File: src/rtl/fb_pixel_sink_if.sv
// Plot stream from game control logic into the framebuffer pixel sink.
// Carries one (x, y, colour) plot per in_plot/in_ready handshake.
interface fb_pixel_sink_if;
  logic [7:0] in_x;
  logic [7:0] in_y;
  logic [2:0] in_colour;
  logic       in_plot;
  logic       in_ready;

  modport master (
    output in_x, in_y, in_colour, in_plot,
    input  in_ready
  );

  modport slave (
    input  in_x, in_y, in_colour, in_plot,
    output in_ready
  );
endinterface

File: src/rtl/fb_pixel_sink.sv
// Pixel-plot sink: clip, FIFO, framebuffer writes and colour read-back.
// Optional FB_PIXEL_SINK_DEDUP_EN drops repeats of the last pushed plot.
module fb_pixel_sink #(
  parameter int DEPTH  = 8,
  parameter int WIDTH  = 160,
  parameter int HEIGHT = 120
) (
  input  logic        clk,
  input  logic        resetn,
  fb_pixel_sink_if.slave plot,
  output logic [14:0] mem_addr,
  output logic [2:0]  mem_data,
  output logic        mem_wren,
  output logic        mem_rden,
  input  logic        mem_ready,
  input  logic [2:0]  mem_rdata,
  input  logic        rd_req,
  input  logic [7:0]  rd_x,
  input  logic [7:0]  rd_y,
  output logic        rd_busy,
  output logic        rd_valid,
  output logic [2:0]  rd_colour,
  output logic [7:0]  clip_count
);

  localparam int AW = $clog2(DEPTH);
  localparam int CW = AW + 1;

  typedef enum logic [2:0] {
    S_IDLE,
    S_DRAIN,
    S_ISSUE,
    S_WAIT,
    S_DONE
  } state_t;

  function automatic logic [14:0] lin(
    input logic [7:0] x,
    input logic [7:0] y
  );
    lin = {y, 7'b0}
        + {2'b0, y, 5'b0}
        + {7'b0, x};
  endfunction

  state_t state;

  logic [17:0]   fifo_mem [DEPTH];
  logic [17:0]   fifo_q;
  logic [AW-1:0] wr_ptr;
  logic [AW-1:0] rd_ptr;
  logic [CW-1:0] count;

  logic [7:0] rx_q;
  logic [7:0] ry_q;

  logic full;
  logic empty;
  logic accept;
  logic in_range;
  logic dup;
  logic push;
  logic pop;
  logic rd_oor;

  assign full   = (count == CW'(DEPTH));
  assign empty  = (count == '0);
  assign fifo_q = fifo_mem[rd_ptr];

  assign plot.in_ready = !full && !rd_busy;

  assign accept   = plot.in_plot && plot.in_ready;
  assign in_range = ({1'b0, plot.in_x} < 9'(WIDTH))
                 && ({1'b0, plot.in_y} < 9'(HEIGHT));
  assign push     = accept && in_range && !dup;

  assign pop = !empty && mem_ready
            && (state == S_IDLE || state == S_DRAIN);

  assign rd_oor = ({1'b0, rx_q} >= 9'(WIDTH))
               || ({1'b0, ry_q} >= 9'(HEIGHT));

`ifdef FB_PIXEL_SINK_DEDUP_EN
  logic        last_vld;
  logic [18:0] last_q;

  assign dup = last_vld
            && last_q == {plot.in_x, plot.in_y, plot.in_colour};

  // Reads never clear this; only a fresh push replaces it.
  always_ff @(posedge clk or negedge resetn) begin
    if (!resetn) begin
      last_vld <= 1'b0;
      last_q   <= '0;
    end else if (push) begin
      last_vld <= 1'b1;
      last_q   <= {plot.in_x, plot.in_y, plot.in_colour};
    end
  end
`else
  assign dup = 1'b0;
`endif

  always_ff @(posedge clk) begin
    if (push)
      fifo_mem[wr_ptr] <=
        {lin(plot.in_x, plot.in_y), plot.in_colour};
  end

  always_ff @(posedge clk or negedge resetn) begin
    if (!resetn) begin
      wr_ptr <= '0;
      rd_ptr <= '0;
      count  <= '0;
    end else begin
      if (push)
        wr_ptr <= wr_ptr + 1'b1;
      if (pop)
        rd_ptr <= rd_ptr + 1'b1;
      count <= count + CW'(push) - CW'(pop);
    end
  end

  always_ff @(posedge clk or negedge resetn) begin
    if (!resetn) begin
      clip_count <= '0;
    end else if (accept && !in_range
                 && clip_count != 8'hff) begin
      clip_count <= clip_count + 8'd1;
    end
  end

  always_ff @(posedge clk or negedge resetn) begin
    if (!resetn) begin
      state     <= S_IDLE;
      mem_addr  <= '0;
      mem_data  <= '0;
      mem_wren  <= 1'b0;
      mem_rden  <= 1'b0;
      rd_busy   <= 1'b0;
      rd_valid  <= 1'b0;
      rd_colour <= '0;
      rx_q      <= '0;
      ry_q      <= '0;
    end else begin
      mem_wren <= 1'b0;
      rd_valid <= 1'b0;
      if (pop) begin
        mem_wren <= 1'b1;
        mem_addr <= fifo_q[17:3];
        mem_data <= fifo_q[2:0];
      end
      unique case (state)
        S_IDLE: begin
          if (rd_req) begin
            rx_q    <= rd_x;
            ry_q    <= rd_y;
            rd_busy <= 1'b1;
            state   <= S_DRAIN;
          end
        end
        S_DRAIN: begin
          // Empty FIFO means no pop, so mem_addr is free here.
          if (empty && !mem_wren) begin
            if (rd_oor) begin
              rd_colour <= '0;
              state     <= S_DONE;
            end else begin
              mem_rden <= 1'b1;
              mem_addr <= lin(rx_q, ry_q);
              state    <= S_ISSUE;
            end
          end
        end
        S_ISSUE: begin
          if (mem_ready) begin
            mem_rden <= 1'b0;
            state    <= S_WAIT;
          end
        end
        S_WAIT: begin
          rd_colour <= mem_rdata;
          state     <= S_DONE;
        end
        S_DONE: begin
          rd_valid <= 1'b1;
          rd_busy  <= 1'b0;
          state    <= S_IDLE;
        end
        default: state <= S_IDLE;
      endcase
    end
  end

endmodule

File: src/flat_wrapper.sv
// flat-port wrapper written by rule: the top's interface ports become plain ports
module fb_pixel_sink_flat 
#(
  parameter int DEPTH  = 8,
  parameter int WIDTH  = 160,
  parameter int HEIGHT = 120
)
  (clk, resetn, mem_addr, mem_data, mem_wren, mem_rden, mem_ready, mem_rdata, rd_req, rd_x, rd_y, rd_busy, rd_valid, rd_colour, clip_count, plot_in_x, plot_in_y, plot_in_colour, plot_in_plot, plot_in_ready);
  fb_pixel_sink_if plot_i ();
  input  logic clk;
  input  logic resetn;
  output logic [14:0] mem_addr;
  output logic [2:0] mem_data;
  output logic mem_wren;
  output logic mem_rden;
  input  logic mem_ready;
  input  logic [2:0] mem_rdata;
  input  logic rd_req;
  input  logic [7:0] rd_x;
  input  logic [7:0] rd_y;
  output logic rd_busy;
  output logic rd_valid;
  output logic [2:0] rd_colour;
  output logic [7:0] clip_count;
  input wire logic [$bits(plot_i.in_x)-1:0] plot_in_x;
  input wire logic [$bits(plot_i.in_y)-1:0] plot_in_y;
  input wire logic [$bits(plot_i.in_colour)-1:0] plot_in_colour;
  input wire logic [$bits(plot_i.in_plot)-1:0] plot_in_plot;
  output wire logic [$bits(plot_i.in_ready)-1:0] plot_in_ready;
  assign plot_i.in_x = plot_in_x;
  assign plot_i.in_y = plot_in_y;
  assign plot_i.in_colour = plot_in_colour;
  assign plot_i.in_plot = plot_in_plot;
  assign plot_in_ready = plot_i.in_ready;
  fb_pixel_sink #(.DEPTH(DEPTH), .WIDTH(WIDTH), .HEIGHT(HEIGHT)) u_core (.clk(clk), .resetn(resetn), .plot(plot_i), .mem_addr(mem_addr), .mem_data(mem_data), .mem_wren(mem_wren), .mem_rden(mem_rden), .mem_ready(mem_ready), .mem_rdata(mem_rdata), .rd_req(rd_req), .rd_x(rd_x), .rd_y(rd_y), .rd_busy(rd_busy), .rd_valid(rd_valid), .rd_colour(rd_colour), .clip_count(clip_count));
endmodule
File: config.mk
export PLATFORM = sky130hd
export DESIGN_NAME = fb_pixel_sink_flat
export DESIGN_NICKNAME = d
export VERILOG_FILES = /design/src/rtl/fb_pixel_sink_if.sv /design/src/rtl/fb_pixel_sink.sv /design/src/flat_wrapper.sv
export SDC_FILE = /design/constraint.sdc
export NUM_CORES = 1
export LEC_CHECK = 0
export BUFFER_PORTS_ARGS = -buffer_cell sky130_fd_sc_hd__buf_2
export CAP_MARGIN = 20
export CORE_ASPECT_RATIO = 0.9
export CORE_MARGIN = 1
export CORE_UTILIZATION = 60
export CTS_BUF_LIST = sky130_fd_sc_hd__clkbuf_2 sky130_fd_sc_hd__clkbuf_4 sky130_fd_sc_hd__clkbuf_8
export CTS_CLUSTER_DIAMETER = 80
export DETAILED_ROUTE_END_ITERATION = 8
export GPL_ROUTABILITY_DRIVEN = 0
export PLACE_DENSITY = 0.84
export RECOVER_POWER = 25
export SLEW_MARGIN = 20
export SYNTH_ARGS = -nofsm -noshare
export SYNTH_HDL_FRONTEND = slang
export SYNTH_SLANG_ARGS = --single-unit
export TNS_END_PERCENT = 100
File: constraint.sdc
create_clock -name clk -period 7.9 [get_ports clk]
set_input_delay 0 -clock clk [delete_from_list [all_inputs] [get_ports clk]]
set_output_delay 0 -clock clk [all_outputs]
set_load 0.03 [all_outputs]
==> summary.md, run 1 <==
| Metric | Value |
|---|---|
| Run status | complete, but fails checks |
| Failing checks | capacitance limit, slew limit |
| Fillers | 928 |
| Worst rel slew slack | -126% |
| EDFF count, synth | 144 |
| Starting density of the core | 61.2% |
| Hold Path Class | input pin to flop |
| Initial antenna violation count | 0 |
| Routed WL | 18400 µm |
| Seq/Total Area, Yosys | 65.2% |
| Met1 Resource Use GR | 33.2% |
| Commonest non-fill, non-tap cell in the layout | edfxtp_1 |
| Largest net degree at the start of global routing | 63 |
| P_leak | 4.13 nW |
| Post-layout util | 72.1% |
| Final ANT Viol Nets | 0 |
| CTS tree | done |
| H-tree Lvls | 1 |
| HPWL after detailed placement | 11400 µm |
| Share of cells above drive strength 1 | 25.9% |
| CTS buffer count | 31 |
| Crit path cell chain | dlygate4sd3_1 -> buf_2 -> clkbuf_1 |
| Final hold violation count | 0 |
| Non-filler instance count after layout | 908 |
| #FFs+latches synth | 206 |
| Reg power frac | 40.5% |
| # DRC | 0 |
| Slowest CP cell | clkbuf_1 |
| CP startpoint kind | input pin |
| Commonest cells after routing, fill and taps aside | 144 x edfxtp_1, 68 x buf_2, 60 x dfrtp_1, 39 x ha_1, 36 x mux4_2 |
| Max IR drop VDD | 0.000215 V |
| Multi-input gate area | 2980 µm² |
| Finish-stage setup viols | 0 |
| Clk_lat worst skew | 0.56 ns |
| Syn_area_per_cell | 16.3 µm² |
| Int Pwr | 0.00236 W |
| F_max | 296 MHz |
| Diode count | 0 |
| Logic pwr share | 35.9% |
| Crit Path Max Fanout | 62 |
| Met2 usage | 41.2% |
| Cells after DPL | 816 |
| Post-synthesis async set-or-reset flop share | 30.1% |
| Clock skew | 0.0128 ns |
| Net Sw Power | 0.00127 W |
| Worst-margin pin slew | 3.39 ns |
| Yosys warning total | 0 |
| Layout area overhead | 17.7% |
| PortBufs | 76 |
| Sequential cell area | 5880 µm² |
| Vias in the first global route | 5561 |
| Tot GR Track Use | 24.6% |
| Worst Path Arrival | 3.02 ns |
| Top_reg_cell synth | edfxtp_1 |
| Drt pass-1 iters | 4 |
| Vias | 5267 |
| Std-Cell Rows | 42 |
| TNS Setup | 0 ns |
| Final period util | 42.8% |
| First-pass GRT wire length | 29200 µm |
| Die width | 131 µm |
| Syn Std Cell Area | 9010 µm² |
| Minimum clock period | 3.38 ns |
| Clock power share | 23.6% |
| Die H | 118 µm |
| Dpl cell area | 9650 µm² |
| RSZ-0062 raised after global routing | no |
| Die ar. | 15500 µm² |
| Clock sink count | 206 |
| Placeable Area | 14700 µm² |
| Syn nets | 640 |
| Clock Pin Slew Worst Setup and Hold Paths | 0.06 ns |
| Max Cap Violations | 1 |
| Layer with the highest usage | met2 |
| # Post-CTS Setup Buffers | 0 |
| Worst Setup End Kind | asynchronous set/reset pin |
| M3 GR Usage | 4.50% |
| Design Area, Final | 10600 µm² |
| WL/cell | 20.2 µm |
| CP Class | input pin to asynchronous set/reset pin |
| Starting DRT DRC Count | 285 |
| CTS Root Cell | clkbuf_8 |
| Maximum buffer depth of the clock tree | 3 |
| Switch share | 34.9% |
| Power Density | 342 nW/µm² |
| Synthesized instance count | 553 |
| Yosys cell types | 53 |
| Drt via density | 5.80 |
| WHS | 0.0847 ns |
| Final net count | 773 |
| Top Ports | 77 |
| Max incr delay on CP | 2.38 ns |
| Worst EP required | 7.54 ns |
| Global route overflow | 0 |
| Fin. max-slew vios | 63 |
Yosys cell counts (3+ instances only):
library cell	count	area [µm²]
a21o_1	3	22.5
xor2_1	7	61.3
a21oi_1	6	30.0
and4_1	3	26.3
dfrtp_1	62	1550
nand2b_1	5	31.3
mux4_2	36	811
a32o_1	3	30.0
buf_2	12	60.1
o21bai_1	4	30.0
clkbuf_1	3	11.3
o211ai_1	10	75.1
inv_1	27	101
o22ai_1	3	18.8
nand2_1	33	124
o21ai_1	8	40.0
o21ai_0	12	60.1
xnor2_1	17	149
nor2b_1	3	18.8
mux2_2	3	33.8
nor3_1	10	50.1
nand3_1	14	70.1
ha_1	39	488
mux2_1	11	124
a211oi_1	6	45.0
mux2i_1	16	160
nand4_1	6	37.5
fa_1	5	100
nor2_1	14	52.6
edfxtp_1	144	4320
power by group through the flow:
stage	registers [W]	logic [W]	clock network [W]
6_report	0.00147	0.00130	0.000857
5_1_grt	0.00149	0.00143	0.000915
4_1_cts	0.00147	0.00131	0.000867
3_5_place_dp	0.00149	0.00128	0
3_3_place_gp	0.00148	0.00122	0
2_1_floorplan	0.00154	0.000900	0
area by class of cell:
class | instances | share of cell area, %
clock buffer | 45 | 5.01
clock inverter | 12 | 0.826
inverter | 28 | 0.991
multi-input combinational | 300 | 28.1
sequential | 206 | 55.4
tap | 198 | 2.34
timing repair buffer | 119 | 7.34
through the flow:
step                total power, W  setup WS [ns]
floorplan                  0.00244           4.38
global placement           0.00270           5.03
detailed placement         0.00277           4.89
CTS                        0.00364           4.84
global route               0.00384           3.82
finish                     0.00363           4.52
worst max-delay path: cells and delay by family:
family                 cells  cell delay [ns]
buffers and inverters      3             2.99
flip-flops by register name (all words and copies together), names as in the netlist:
name / count
u_core.state: 3
u_core.mem_rden: 1
u_core.ry_q: 8
u_core.rd_ptr: 3
u_core.mem_data: 3
u_core.wr_ptr: 3
u_core.count: 4
u_core.fifo_mem: 144
u_core.rx_q: 8
u_core.mem_wren: 1
u_core.mem_addr: 15
u_core.clip_count: 8
u_core.rd_colour: 3
u_core.rd_valid: 1
u_core.rd_busy: 1
layer usage:
metal	share of wire (%)	wire, µm
met1	42	7680
met2	50	9120
met3	6.4	1190
met4	2.2	398
met5	0	0
repair_timing:
item / 4_1_cts / 5_1_grt
hold endpoints to repair: 167 / 0
resized for setup: 0 / 0
hold buffers: 34 / 0
logic make-up after synthesis:
kind of cell | count (synthesis) | share of synthesized area, %
and+or+nand+nor | 97 | 5.64
DFF | 206 | 65.2
AOI/OAI and AO/OA | 69 | 5.40
xor gates and xnor gates | 24 | 2.33
adders and majority gates | 44 | 6.53
muxes | 66 | 12.5
buffers and inverters | 47 | 2.37
worst paths after layout:
check	startpoint	end	slack (ns)	depth (start not counted)
worst max register to register	u_core.count[2]	u_core.fifo_mem[4][9]	4.87	7
max in group clk	u_core.count[2]	u_core.fifo_mem[4][9]	4.87	7
min in group asynchronous	resetn	u_core.rd_colour[1]	1.21	3
worst min-delay path	plot_in_x[6]	u_core.fifo_mem[2][9]	0.08	3
worst max-delay path	resetn	u_core.rd_ptr[0]	4.52	3
worst min register to register	u_core.clip_count[6]	u_core.clip_count[6]	0.49	1
No activity file was read; power rests on OpenSTA's default activity.
==> inputs of run 2 (changes only) <==
Settings changed: CORE_UTILIZATION 60 to 56, PLACE_DENSITY 0.84 to 0.83.
Clock period 7.9 ns to 2.9 ns, I/O delays scaled along.
==> run 2 against run 1 <==
  * Design area up 1.3%
  * Power rose to 2.8 times the previous value
  * Wire length down 2.5%
  * Critical path type is now flop to flop
  * Non-clock buffer count up 9
  * Combinational power rose to 2.7 times the previous value
  * Hold slack better by 0.019 ns
  * Worst setup slack worse by 4.1 ns
  * Sequential share of layout area down 0.73 points
  * Cell count up 1.9%
  * Count of clock-buffer cells in the layout up 4
  * The flow still finishes with violations (capacitance limit, slew limit)
  * Highest routed layer unchanged
  * Sequential power rose to 2.7 times the previous value
  * First-iteration DRC count up 48%
==> summary.md, run 2 (synthesis results as in run 1) <==
| Metric | Value |
|---|---|
| Run status | complete, but fails checks |
| Failing checks | capacitance limit, slew limit |
| CP Class | flop to flop |
| Fillers | 1000 (+7.8%) |
| Starting density of the core | 58.0% (-3.3 points) |
| Dpl cell area | 9710 µm² (+0.65%) |
| Commonest non-fill, non-tap cell in the layout | edfxtp_1 |
| Starting DRT DRC Count | 421 (+48%) |
| Logic pwr share | 34.8% (-1.1 points) |
| Diode count | 0 (unchanged) |
| Maximum buffer depth of the clock tree | 3 (unchanged) |
| Max incr delay on CP | 0.54 ns (-1.84 ns) |
| Drt pass-1 iters | 5 (+1) |
| # DRC | 0 (unchanged) |
| Global route overflow | 0 (unchanged) |
| Initial antenna violation count | 0 (unchanged) |
| Max Cap Violations | 1 (unchanged) |
| Int Pwr | 0.00670 W (+180%) |
| H-tree Lvls | 2 (+1) |
| Clock sink count | 206 (unchanged) |
| Clock power share | 25.6% (+2.0 points) |
| Sequential cell area | 5880 µm² (about the same) |
| Clock skew | 0.0205 ns (+0.00762 ns) |
| P_leak | 4.21 nW (+2.1%) |
| Post-layout util | 69.1% (-3.0 points) |
| Fin. max-slew vios | 36 (-43%) |
| Max reg flops | 144 (unchanged) |
| Crit path from | u_core.ry_q[0] |
| Finish-stage setup viols | 0 (unchanged) |
| Die H | 122 µm (+3.5%) |
| Minimum clock period | 2.46 ns |
| Final hold violation count | 0 (unchanged) |
| HPWL after detailed placement | 11400 µm (-0.15%) |
| Drt via density | 5.70 (-1.8%) |
| Design Area, Final | 10700 µm² (+1.3%) |
| Clk_lat worst skew | 0.53 ns (-0.03 ns) |
| First-pass GRT wire length | 28300 µm (-3.1%) |
| Worst-margin pin slew | 1.88 ns (-1.51 ns) |
| Reg power frac | 39.6% (-0.9 points) |
| TNS Setup | 0 ns (unchanged) |
| Final net count | 785 (+1.6%) |
| CTS Hold Bufs | 34 (unchanged) |
| Crit Path Max Fanout | 3 (-95%) |
| Switch share | 34.2% (-0.76 points) |
| Placeable Area | 15500 µm² (+5.7%) |
| Worst Setup End Kind | flop |
| Std-Cell Rows | 43 (+2.4%) |
| Clock Pin Slew Worst Setup and Hold Paths | 0.06 ns (about the same) |
| CTS tree | done |
| Hold Path Class | input pin to flop |
| Commonest cells after routing, fill and taps aside | 144 x edfxtp_1, 62 x buf_2, 61 x dfrtp_1, 39 x ha_1, 36 x mux4_2 |
| Cells after DPL | 830 (+1.7%) |
| Net Sw Power | 0.00348 W (+170%) |
| Power Density | 947 nW/µm² (+180%) |
| F_max | 406 MHz |
| Largest regs | u_core.fifo_mem: 144 flops, u_core.mem_addr: 15 flops |
| Hold path start | plot_in_y[0] |
| RSZ-0062 raised after global routing | no |
| Reg2reg start | u_core.ry_q[0] |
| Crit path cell chain | inv_1 -> fa_1 -> inv_1 -> fa_1 -> a211oi_1 -> nor2_1 -> o22ai_1 -> xor2_1 -> o21ai_1 |
| Multi-input gate area | 2960 µm² (-0.59%) |
| WL/cell | 19.4 µm (-4.3%) |
| Die width | 136 µm (+3.5%) |
| Non-filler instance count after layout | 925 (+1.9%) |
| Worst EP required | 3.29 ns (-4.25 ns) |
| Vias in the first global route | 5610 (+0.88%) |
| Slowest CP cell | fa_1 |
| Largest net degree at the start of global routing | 36 (-43%) |
| Crit path buffers/inverters | 2 (-1) |
| Max IR drop VDD | 0.000601 V (+180%) |
| Final period util | 85.0% |
| CTS Root Cell | clkbuf_8 |
| CTS buffer count | 34 (+9.7%) |
| Final ANT Viol Nets | 0 (unchanged) |
| CP startpoint kind | flop |
| Vias | 5269 (+0.038%) |
| Routed WL | 17900 µm (-2.5%) |
| Tot GR Track Use | 23.0% (-1.6 points) |
| Worst Path Arrival | 2.85 ns (-0.17 ns) |
| CP top delay family | adder cells |
| Top Ports | 77 (unchanged) |
| PostCTS Resize Cnt | 0 (unchanged) |
| Total power | 0.0102 W (+180%) |
| Die ar. | 16600 µm² (+7.0%) |
| Top reg by flops | u_core.fifo_mem |
| Layout area overhead | 19.3% |
| Worst rel slew slack | -25.5% (+100 points) |
| # Post-CTS Setup Buffers | 0 (unchanged) |
| PortBufs | 76 (unchanged) |
| Share of cells above drive strength 1 | 26.8% (+0.92 points) |
[run 2: cell type report]
cell class                      count  share of cell area, %
Timing Repair Buffer              128                   7.80
Inverter                           28                  0.978
Multi-Input combinational cell    300                   27.6
Sequential cell                   206                   54.7
Clock buffer                       49                   5.46
Clock inverter                     12                   1.18
Tap cell                          202                   2.35
[run 2: power groups by stage]
stage	Clock, W	Combinational, W	Sequential [W]
after floorplan	0	0.00245	0.00420
final	0.00261	0.00354	0.00403
after global routing	0.00279	0.00390	0.00408
after detailed placement	0	0.00348	0.00408
after global placement	0	0.00333	0.00405
after CTS	0.00267	0.00356	0.00402
[run 2: routing by layer]
| layer | track usage (%) | share of wire [%] |
|---|---|---|
| met2 | 39.9 | 50 |
| met3 | 5.16 | 6.4 |
| met1 | 28.7 | 42 |
| met4 | 7.72 | 1.9 |
| met5 | 0 | 0 |
[run 2: worst min-delay path, delay by kind of cell]
| kind | cells | cell delay (ns) |
|---|---|---|
| adder cells (fa/ha/maj) | 2 | 0.39 |
| buffers and inverters | 1 | 0.09 |
[run 2: metrics by stage]
step           hold slack [ns]  setup WS [ns]
2_1_floorplan           -0.296         -0.163
3_3_place_gp             0.111          0.517
3_5_place_dp             0.134          0.438
4_1_cts                 0.0886          0.429
5_1_grt                  0.110          0.205
6_report                 0.104          0.435
[run 2: final timing paths]
check | endpoint | slack [ns] | depth (start not counted)
min in group asynchronous | u_core.mem_addr[9] | 0.54 | 2
max | u_core.mem_addr[12] | 0.44 | 9
min reg2reg | u_core.rx_q[0] | 0.49 | 1
max reg2reg | u_core.mem_addr[12] | 0.44 | 9
max in group asynchronous | u_core.rd_ptr[0] | 1.08 | 3
min | u_core.fifo_mem[7][9] | 0.10 | 3
